--- src/rtl/regfile_pkg.sv ---
// Shared types and defaults for the register-file controller.
// req_t is the default-configuration request layout; the top rebuilds it at its parameter widths.
package regfile_pkg;

  localparam int DEF_ADDR  = 5;
  localparam int DEF_BUS_W = 32;

  typedef enum logic [1:0] {
    INIT,
    IDLE,
    ISSUE,
    RESP
  } state_t;

  typedef struct packed {
    logic                 we;
    logic [DEF_ADDR-1:0]  waddr;
    logic [DEF_BUS_W-1:0] wdata;
    logic [DEF_ADDR-1:0]  raddr_a;
    logic [DEF_ADDR-1:0]  raddr_b;
  } req_t;

endpackage

--- src/rtl/regfile_bypass.sv ---
// Per-port read mux: register 0 reads as zero, a same-cycle write to the read address wins.
// Purely combinational, no latency, no flow control.
module regfile_bypass
  import regfile_pkg::*;
#(
  parameter int ADDR  = DEF_ADDR,
  parameter int BUS_W = DEF_BUS_W
) (
  input  logic [ADDR-1:0]  raddr,
  input  logic [BUS_W-1:0] rf_data,
  input  logic             we,
  input  logic [ADDR-1:0]  waddr,
  input  logic [BUS_W-1:0] wdata,
  output logic [BUS_W-1:0] data
);

  always_comb begin
    data = rf_data;
    if (raddr == '0) begin
      data = '0;
    end else if (we && (waddr != '0) && (raddr == waddr)) begin
      data = wdata;
    end
  end

endmodule

--- src/rtl/regfile_ctrl.sv ---
// Register-file front end: clears regs 1..N-1 after reset, then serves one read/write request per 3 cycles.
// Response appears in the second cycle after acceptance; rsp is held until rsp_ready, req_ready only in IDLE.
module regfile_ctrl
  import regfile_pkg::*;
#(
  parameter int ADDR  = DEF_ADDR,
  parameter int BUS_W = DEF_BUS_W
) (
  input  logic             clk,
  input  logic             rst,
  input  logic             req_valid,
  output logic             req_ready,
  input  logic             req_we,
  input  logic [ADDR-1:0]  req_waddr,
  input  logic [BUS_W-1:0] req_wdata,
  input  logic [ADDR-1:0]  req_raddr_a,
  input  logic [ADDR-1:0]  req_raddr_b,
  output logic             rsp_valid,
  input  logic             rsp_ready,
  output logic [BUS_W-1:0] rsp_data_a,
  output logic [BUS_W-1:0] rsp_data_b,
  output logic             init_done,
  output logic             r_write,
  output logic [ADDR-1:0]  rd_addr,
  output logic [BUS_W-1:0] rd_w_data,
  output logic [ADDR-1:0]  rs_addr,
  output logic [ADDR-1:0]  rt_addr,
  input  logic [BUS_W-1:0] rs_data,
  input  logic [BUS_W-1:0] rt_data
);

  typedef struct packed {
    logic             we;
    logic [ADDR-1:0]  waddr;
    logic [BUS_W-1:0] wdata;
    logic [ADDR-1:0]  raddr_a;
    logic [ADDR-1:0]  raddr_b;
  } req_lat_t;

  state_t           state;
  req_lat_t         req_q;
  logic [ADDR-1:0]  sweep_cnt;
  logic [BUS_W-1:0] byp_a;
  logic [BUS_W-1:0] byp_b;

  regfile_bypass #(.ADDR(ADDR), .BUS_W(BUS_W)) u_byp_a (
    .raddr   (req_q.raddr_a),
    .rf_data (rs_data),
    .we      (req_q.we),
    .waddr   (req_q.waddr),
    .wdata   (req_q.wdata),
    .data    (byp_a)
  );

  regfile_bypass #(.ADDR(ADDR), .BUS_W(BUS_W)) u_byp_b (
    .raddr   (req_q.raddr_b),
    .rf_data (rt_data),
    .we      (req_q.we),
    .waddr   (req_q.waddr),
    .wdata   (req_q.wdata),
    .data    (byp_b)
  );

  always_ff @(posedge clk) begin
    if (!rst) begin
      state      <= INIT;
      sweep_cnt  <= ADDR'(1);
      req_q      <= '0;
      init_done  <= 1'b0;
      req_ready  <= 1'b0;
      rsp_valid  <= 1'b0;
      r_write    <= 1'b0;
      rsp_data_a <= '0;
      rsp_data_b <= '0;
      rd_addr    <= '0;
      rd_w_data  <= '0;
      rs_addr    <= '0;
      rt_addr    <= '0;
    end else begin
      case (state)
        INIT: begin
          // The last sweep write is retiring on this edge when it targets the top address.
          if (r_write && (rd_addr == '1)) begin
            r_write   <= 1'b0;
            init_done <= 1'b1;
            req_ready <= 1'b1;
            state     <= IDLE;
          end else begin
            r_write   <= 1'b1;
            rd_addr   <= sweep_cnt;
            rd_w_data <= '0;
            sweep_cnt <= sweep_cnt + ADDR'(1);
          end
        end
        IDLE: begin
          r_write <= 1'b0;
          if (req_valid && req_ready) begin
            req_q     <= '{we: req_we, waddr: req_waddr, wdata: req_wdata,
                           raddr_a: req_raddr_a, raddr_b: req_raddr_b};
            rs_addr   <= req_raddr_a;
            rt_addr   <= req_raddr_b;
            rd_addr   <= req_waddr;
            rd_w_data <= req_wdata;
            r_write   <= req_we && (req_waddr != '0);
            req_ready <= 1'b0;
            state     <= ISSUE;
          end
        end
        ISSUE: begin
          rsp_data_a <= byp_a;
          rsp_data_b <= byp_b;
          rsp_valid  <= 1'b1;
          r_write    <= 1'b0;
          state      <= RESP;
        end
        RESP: begin
          if (rsp_ready) begin
            rsp_valid <= 1'b0;
            req_ready <= 1'b1;
            state     <= IDLE;
          end
        end
        default: state <= INIT;
      endcase
    end
  end

endmodule

--- config.mk ---
export PLATFORM = sky130hd
export DESIGN_NAME = regfile_ctrl
export DESIGN_NICKNAME = d
export VERILOG_FILES = /design/src/rtl/regfile_pkg.sv /design/src/rtl/regfile_bypass.sv /design/src/rtl/regfile_ctrl.sv
export SDC_FILE = /design/constraint.sdc
export NUM_CORES = 1
export LEC_CHECK = 0
export ABC_CLOCK_PERIOD_IN_PS = 3200
export BUFFER_PORTS_ARGS = -buffer_cell sky130_fd_sc_hd__buf_2
export CORE_ASPECT_RATIO = 1.5
export CORE_MARGIN = 4
export CORE_UTILIZATION = 45
export CTS_BUF_LIST = sky130_fd_sc_hd__clkbuf_4
export DETAILED_ROUTE_END_ITERATION = 16
export HOLD_SLACK_MARGIN = 0.1
export PLACE_DENSITY = 0.81
export REMOVE_ABC_BUFFERS = 1
export SLEW_MARGIN = 20
export SYNTH_ARGS = -nofsm -noshare
export SYNTH_HDL_FRONTEND = slang
export SYNTH_SLANG_ARGS = --single-unit
--- constraint.sdc ---
create_clock -name clk -period 3.2 [get_ports clk]
set_input_delay 0.64 -clock clk [delete_from_list [all_inputs] [get_ports clk]]
set_output_delay 0.64 -clock clk [all_outputs]
set_load 0.01 [all_outputs]
**Word-level counts from Yosys, hierarchy flattened**

Cells that the tools add are included.

- Flip-flop bits (word level): 160
- Bits in latches: 0
- Output and inout bits: 115
- Memories kept: 0
- RAM bits: 0
- Logic and storage cells: 72
- Memory bits (read-only): 0

- Equality and inequality tests: 10
- Div/mod/pow operators: 0
- Bitwise operators: 1
- Multipliers: 0
- Muxes and demuxes: 23
- Reduce and logical (&&, ||, !) cells: 22
- Shift-type cells: 0
- Add/sub/neg operators: 1
- Magnitude comparators: 0

Operators by type and width:

| cell | count |
|---|---|
| 32-bit two-way mux | 6 |
| 32-bit case mux with 2 select lines | 1 |
| 5-bit equality test | 2 |
| 5-bit zero test | 2 |
| 5-bit two-way mux | 2 |
| 5-bit case mux with 2 select lines | 1 |
| 5-bit nonzero test | 2 |
| 2-bit inequality test (second input constant) | 4 |
| 2-bit case mux with 4 select lines | 1 |
| 2-bit AND reduction | 4 |
| 1-bit logical AND | 6 |
| 1-bit two-way mux | 6 |
| 2-bit two-way mux | 3 |
| 1-bit case mux with 3 select lines | 2 |
| 3-bit AND reduction | 2 |
| 3-bit nonzero test | 2 |
| 5-bit by 1-bit adder with 5-bit output (second input constant) | 1 |
| 5-bit equality test (second input constant) | 1 |
| 2-bit equality test (second input constant) | 2 |
| 4-bit AND reduction | 1 |
| 2-bit nonzero test | 2 |
| 2-bit by 1-bit equality test with 1-bit output (second input constant) | 1 |
| 2-bit zero test | 1 |
| 1-bit case mux with 2 select lines | 1 |
| 1-bit inverter | 1 |

**Depth between registers and ports, before layout**

- Depth after elaboration: 5
- Gate-level depth with buffers: 8

**Hierarchy**

Synthesis repeated with hierarchy kept, for this count alone.

- Cell total of the unflattened synthesis: 890
- Area, all modules: 7467.2 µm²

By module, submodules not included:

| module | cells an instance | seq. area each (µm²) | area an instance (µm²) | times used |
|---|---|---|---|---|
| regfile_ctrl | 662 | 3203.1 | 6005.8 | 1 |
| regfile_bypass | 114 | 0.0 | 730.7 | 2 |

**Least setup slack after synthesis**

No wires, ideal clock.

- Path type: register to register
- From: reg state[1]
- To: reg rd_addr[1]
- Cell stages (with the launch flop): 9
- Data required time: 3114 ps
- Library setup time: 86 ps
- Path slack: 1395 ps
- Buffers on the path: 2
- Clock period less this slack: 1805 ps
- Arrival: 1719 ps
- Path through: dfxtp_1 inv_1 ha_1 a21bo_2 o311a_1 clkbuf_1 clkbuf_1 nor2_1 a211oi_1

- Longest elaborated chain between the ends: 3

RTL lines:

| element | RTL line | text |
|---|---|---|
| start: declaration | regfile_ctrl.sv:40 | `state_t state;` |
| start signal: assignment | regfile_ctrl.sv:66 | `state <= INIT;` |
| start signal: assignment | regfile_ctrl.sv:87 | `state <= IDLE;` |
| start signal: assignment | regfile_ctrl.sv:106 | `state <= ISSUE;` |
| 2-bit by 1-bit equality test with 1-bit output / 2-bit zero test (equally long branches) | regfile_ctrl.sv:80 | `case (state)` |
| 2-bit inequality test (no line) / 2-bit nonzero test (equally long branches) | - |  |
| 3-bit AND reduction (no line) | - |  |
| end signal: assignment | regfile_ctrl.sv:90 | `rd_addr <= sweep_cnt;` |
| end signal: assignment | regfile_ctrl.sv:102 | `rd_addr <= req_waddr;` |
| end: declaration | regfile_ctrl.sv:24 | `output logic [ADDR-1:0] rd_addr,` |

Several ways; a longest one is shown, not always the timed one.
A chain may end at the register's enable or synchronous reset.

**Worst setup path after layout**

- From: reg state[1]
- To: reg rd_w_data[20]

- Longest elaborated chain between the ends: 3

RTL lines:

| element | RTL line | text |
|---|---|---|
| 2-bit by 1-bit equality test with 1-bit output / 2-bit zero test (equally long branches) | regfile_ctrl.sv:80 |  |
| 2-bit inequality test (no line) / 2-bit nonzero test (equally long branches) | - |  |
| 3-bit AND reduction (no line) | - |  |
| end signal: assignment | regfile_ctrl.sv:103 | `rd_w_data <= req_wdata;` |
| end: declaration | regfile_ctrl.sv:25 | `output logic [BUS_W-1:0] rd_w_data,` |

Several ways; a longest one is shown, not always the timed one.

==> metrics.md <==
| Metric | Value |
|---|---|
| Final setup margin | `0.709 ns` |
| Buffers on Ports | `between 200 and 250` |
| Type of the worst min-delay path | `in -> reg` |
| Count of endpoints failing hold in the final timing report | `0` |
| Total power | `3460 uW` |
| CP required | `3.66 ns` |
| Async set-reset flop share out of synthesis | `0%` |
| Sequential cell area fraction in the yosys report | `45.6%` |
| Max transition margin | `about two fifths` |
| Buffer count from post-CTS setup fixing | `0` |
| Number of placement rows | `55` |
| Post-detailed-route wirelength per cell | `17.3 um` |
| Clock Pin Slew Worst Setup and Hold Paths | `0.14 ns` |
| Period utilisation layout | `around 78%` |
| EDFF count, synth | `0` |
| Primary flip-flop cell chosen by synthesis mapping | `sky130_fd_sc_hd__dfxtp_1` |
| Maximum clock frequency | `between 400 and 500 MHz` |
| Synth Register Bits | `160` |
| Unrepaired setup endpoints after global routing | `no` |
| Post-CTS Hold Fix Bufs | `0` |
| Fill cell total of the finished layout | `1443` |
| Clock latency on the worst-skew pair | `0.55 ns` |
| Tot GR Track Use | `24.1%` |
| Cells resized by post-CTS repair | `0` |
| Placer Congestion | `about 0.87` |
| Syn. warnings | `0` |
| Antenna violations before repair | `3` |
| Standard cell with the maximum stage delay on the critical path | `sky130_fd_sc_hd__o311a_2` |
| Outcome | `completed` |
| Global-route wire length before repair | `33700 um` |
| Pwr/cell area | `407 nW/um^2` |
| Crit end category | `flip-flop` |
| Root buffer selected by CTS | `sky130_fd_sc_hd__clkbuf_4` |
| Top fanout value on the critical path | `42` |
| Die W | `110 um` |
| Avg Synthesized Cell Area | `8.37 um^2` |
| Sinks on Clock Net | `between 150 and 200` |
| Final critical delay including setup and external delays | `2.49 ns` |
| Number of unique standard cell types used by synthesis | `39` |
| Number of vias after detailed routing | `6835` |
| CTS Buffer Depth | `2` |
| Vias in the first global route | `6848` |
| DR iter-0 viols | `a little under 400` |
| Total DRC errors in the routed layout | `0` |
| CTS HTree Levels | `4` |
| Worst path top cell family by delay | `compound AO/OA/AOI/OAI gates` |
| Cells traversed along the worst timing path | `inv_1 -> ha_2 -> or2_2 -> o311a_2 -> nand3_1 -> a21oi_1` |
| Max-slew violations | `0` |
| Post-Place Setup Slack | `0.772 ns` |
| MaxCap Viol Count | `0` |
| Area of the die | `between 15000 and 20000 um^2` |
| Total global routing overflow | `0` |
| Worst setup skew after layout | `approximately 0.024 ns` |
| Maximum number of pins on one net before global-route repair | `65` |
| Height of the chip | `roughly 160 um` |
| Placed instance count | `1199` |
| Placeable Area | `15200 um^2` |
| Slew at the pin with the worst max-slew slack | `0.905 ns` |
| Category of the critical setup timing path | `reg -> reg` |
| Leakage Power | `0.00366 uW` |
| Post-detail-place hpwl | `14700 um` |
| Worst-case vdd ir drop | `~0.29 mV` |
| Fraction of final layout cells sized beyond drive strength 1 | `around a third` |
| Post-Synthesis Cells | `839` |
| Non-filler instance count after layout | `between 1000 and 1500` |
| Final setup fails | `0` |
| Number of top-level pins | `approximately 230` |
| Growth of design area from synthesis to finish | `21.1%` |
| CP peak stage delay | `0.79 ns` |
| Initial DRT Pass Iterations | `6` |
| Critical Path AT | `roughly 3.0 ns` |
| Post-route cell area | `8500 um^2` |
| Total number of nets in the final design | `approximately 1100` |
| Total Wirelength | `21300 um` |
| Kind of launch point of the worst setup path | `flip-flop` |
| Antenna violation net count after detailed routing | `0` |
| Cell area after synthesis | `7020 um^2` |
| Worst path bufs/invs | `1` |
| Register-to-Register Setup Slack | `slightly above 0.7 ns` |
| Clock buffer count from CTS | `17` |
| TritonCTS clock tree | `built` |
| Placement-stage cell area | `8190 um^2` |
| Initial Util | `46.2%` |
| Vias per Instance | `5.55` |
[cell usage in the layout (no fill, tap or decap), types with 3 or more instances in the layout]
cell,instances
sky130_fd_sc_hd__buf_4,13
sky130_fd_sc_hd__o21a_1,3
sky130_fd_sc_hd__inv_6,3
sky130_fd_sc_hd__ha_1,6
sky130_fd_sc_hd__a211oi_1,5
sky130_fd_sc_hd__inv_1,3
sky130_fd_sc_hd__clkinvlp_4,4
sky130_fd_sc_hd__o211ai_1,6
sky130_fd_sc_hd__buf_2,230
sky130_fd_sc_hd__nand3_1,33
sky130_fd_sc_hd__xnor2_1,11
sky130_fd_sc_hd__bufinv_16,3
sky130_fd_sc_hd__o211ai_2,60
sky130_fd_sc_hd__nand2_1,265
sky130_fd_sc_hd__dfxtp_1,160
sky130_fd_sc_hd__o21ai_0,3
sky130_fd_sc_hd__mux2i_1,6
sky130_fd_sc_hd__nand4_1,65
sky130_fd_sc_hd__clkbuf_4,17
sky130_fd_sc_hd__a21oi_1,85
sky130_fd_sc_hd__nor2_1,13
[through the flow]
stage               hold slack [ns]  setup TNS (ns)  util [%]
floorplan                     0.441          -50.40         -
global placement              0.435               0      53.8
detailed placement            0.443               0      53.8
CTS                           0.283               0      55.9
global route                  0.266               0      55.9
finish                        0.313               0      55.9
[cell families (layout without fill, tap and decap cells)]
| kind of cell | Yosys count | count (layout) | synth area share (%) |
|---|---|---|---|
| compound gates | 175 | 175 | 20.2 |
| fa+ha+maj | 7 | 7 | 1.25 |
| flops | 160 | 160 | 45.6 |
| mux | 6 | 6 | 0.855 |
| buf+inv | 88 | 280 | 6.09 |
| xor+xnor | 13 | 13 | 1.62 |
| simple gates | 390 | 390 | 24.4 |
| other cells | 0 | 2 | 0 |
[where the power goes]
| group | internal (uW) | total [uW] | switching [uW] |
|---|---|---|---|
| Clock | 550 | 1300 | 754 |
| Combinational | 65.6 | 145 | 79.6 |
| Sequential | 2000 | 2010 | 8.19 |
[layer usage]
metal  GRT usage [%]  wire length [um]  share of wire [%]
met1            26.3              7980                 37
met2            43.1             11200                 52
met3            4.68              1250                5.9
met4            12.0               887                4.2
met5               0                13              0.061
[synthesized netlist by cell type, types with 4 or more instances]
cell type | number | share of area (%)
sky130_fd_sc_hd__inv_1 | 4 | 0.21
sky130_fd_sc_hd__buf_4 | 10 | 1.1
sky130_fd_sc_hd__nand4_1 | 65 | 5.8
sky130_fd_sc_hd__dfxtp_1 | 160 | 46
sky130_fd_sc_hd__buf_1 | 15 | 0.80
sky130_fd_sc_hd__o211ai_1 | 6 | 0.64
sky130_fd_sc_hd__clkbuf_1 | 50 | 2.7
sky130_fd_sc_hd__nor2_1 | 14 | 0.75
sky130_fd_sc_hd__o211ai_2 | 60 | 11
sky130_fd_sc_hd__a21oi_1 | 87 | 6.2
sky130_fd_sc_hd__xnor2_1 | 11 | 1.4
sky130_fd_sc_hd__ha_1 | 7 | 1.2
sky130_fd_sc_hd__a211oi_1 | 5 | 0.53
sky130_fd_sc_hd__buf_6 | 8 | 1.3
sky130_fd_sc_hd__nand2_1 | 265 | 14
sky130_fd_sc_hd__mux2i_1 | 6 | 0.86
sky130_fd_sc_hd__nand3_1 | 34 | 2.4
[state kept, by name (all words and copies together) (netlist names), 2 cells and up]
register	cells
rd_addr	5
state	2
req_q	48
rsp_data_b	32
rsp_data_a	32
sweep_cnt	5
rd_w_data	32
[final timing paths]
| path | from | depth (start not counted) | end |
|---|---|---|---|
| max | state[1]$_SDFFE_PN0P_ | 6 | rd_w_data[20]$_SDFFE_PN0P_ |
| max reg2reg | state[1]$_SDFFE_PN0P_ | 6 | rd_w_data[20]$_SDFFE_PN0P_ |
| min | req_raddr_b[2] | 3 | req_q[2]$_SDFFE_PN0P_ |
| min reg2reg | rd_w_data[24]$_SDFFE_PN0P_ | 2 | rd_w_data[24]$_SDFFE_PN0P_ |
[worst register-to-register path: cells and delay by family (launching register included)]
kind            cells  cell delay (ns)
compound gates      2             0.97
fa+ha+maj           1             0.52
simple gates        2             0.43
flops               1             0.37
buf+inv             1             0.12
[final cells by class]
class | count | area [um^2] | share of cell area (%)
tap | 199 | 249 | 2.93
timing repair buffer | 244 | 1270 | 14.9
inverter | 5 | 18.8 | 0.221
sequential | 160 | 3200 | 37.7
clock inverter | 14 | 180 | 2.12
clock buffer | 17 | 128 | 1.50
antenna | 2 | 5.00 | 0.0589
multi-input combinational | 591 | 3450 | 40.6
No activity file was read; power rests on OpenSTA's default activity.
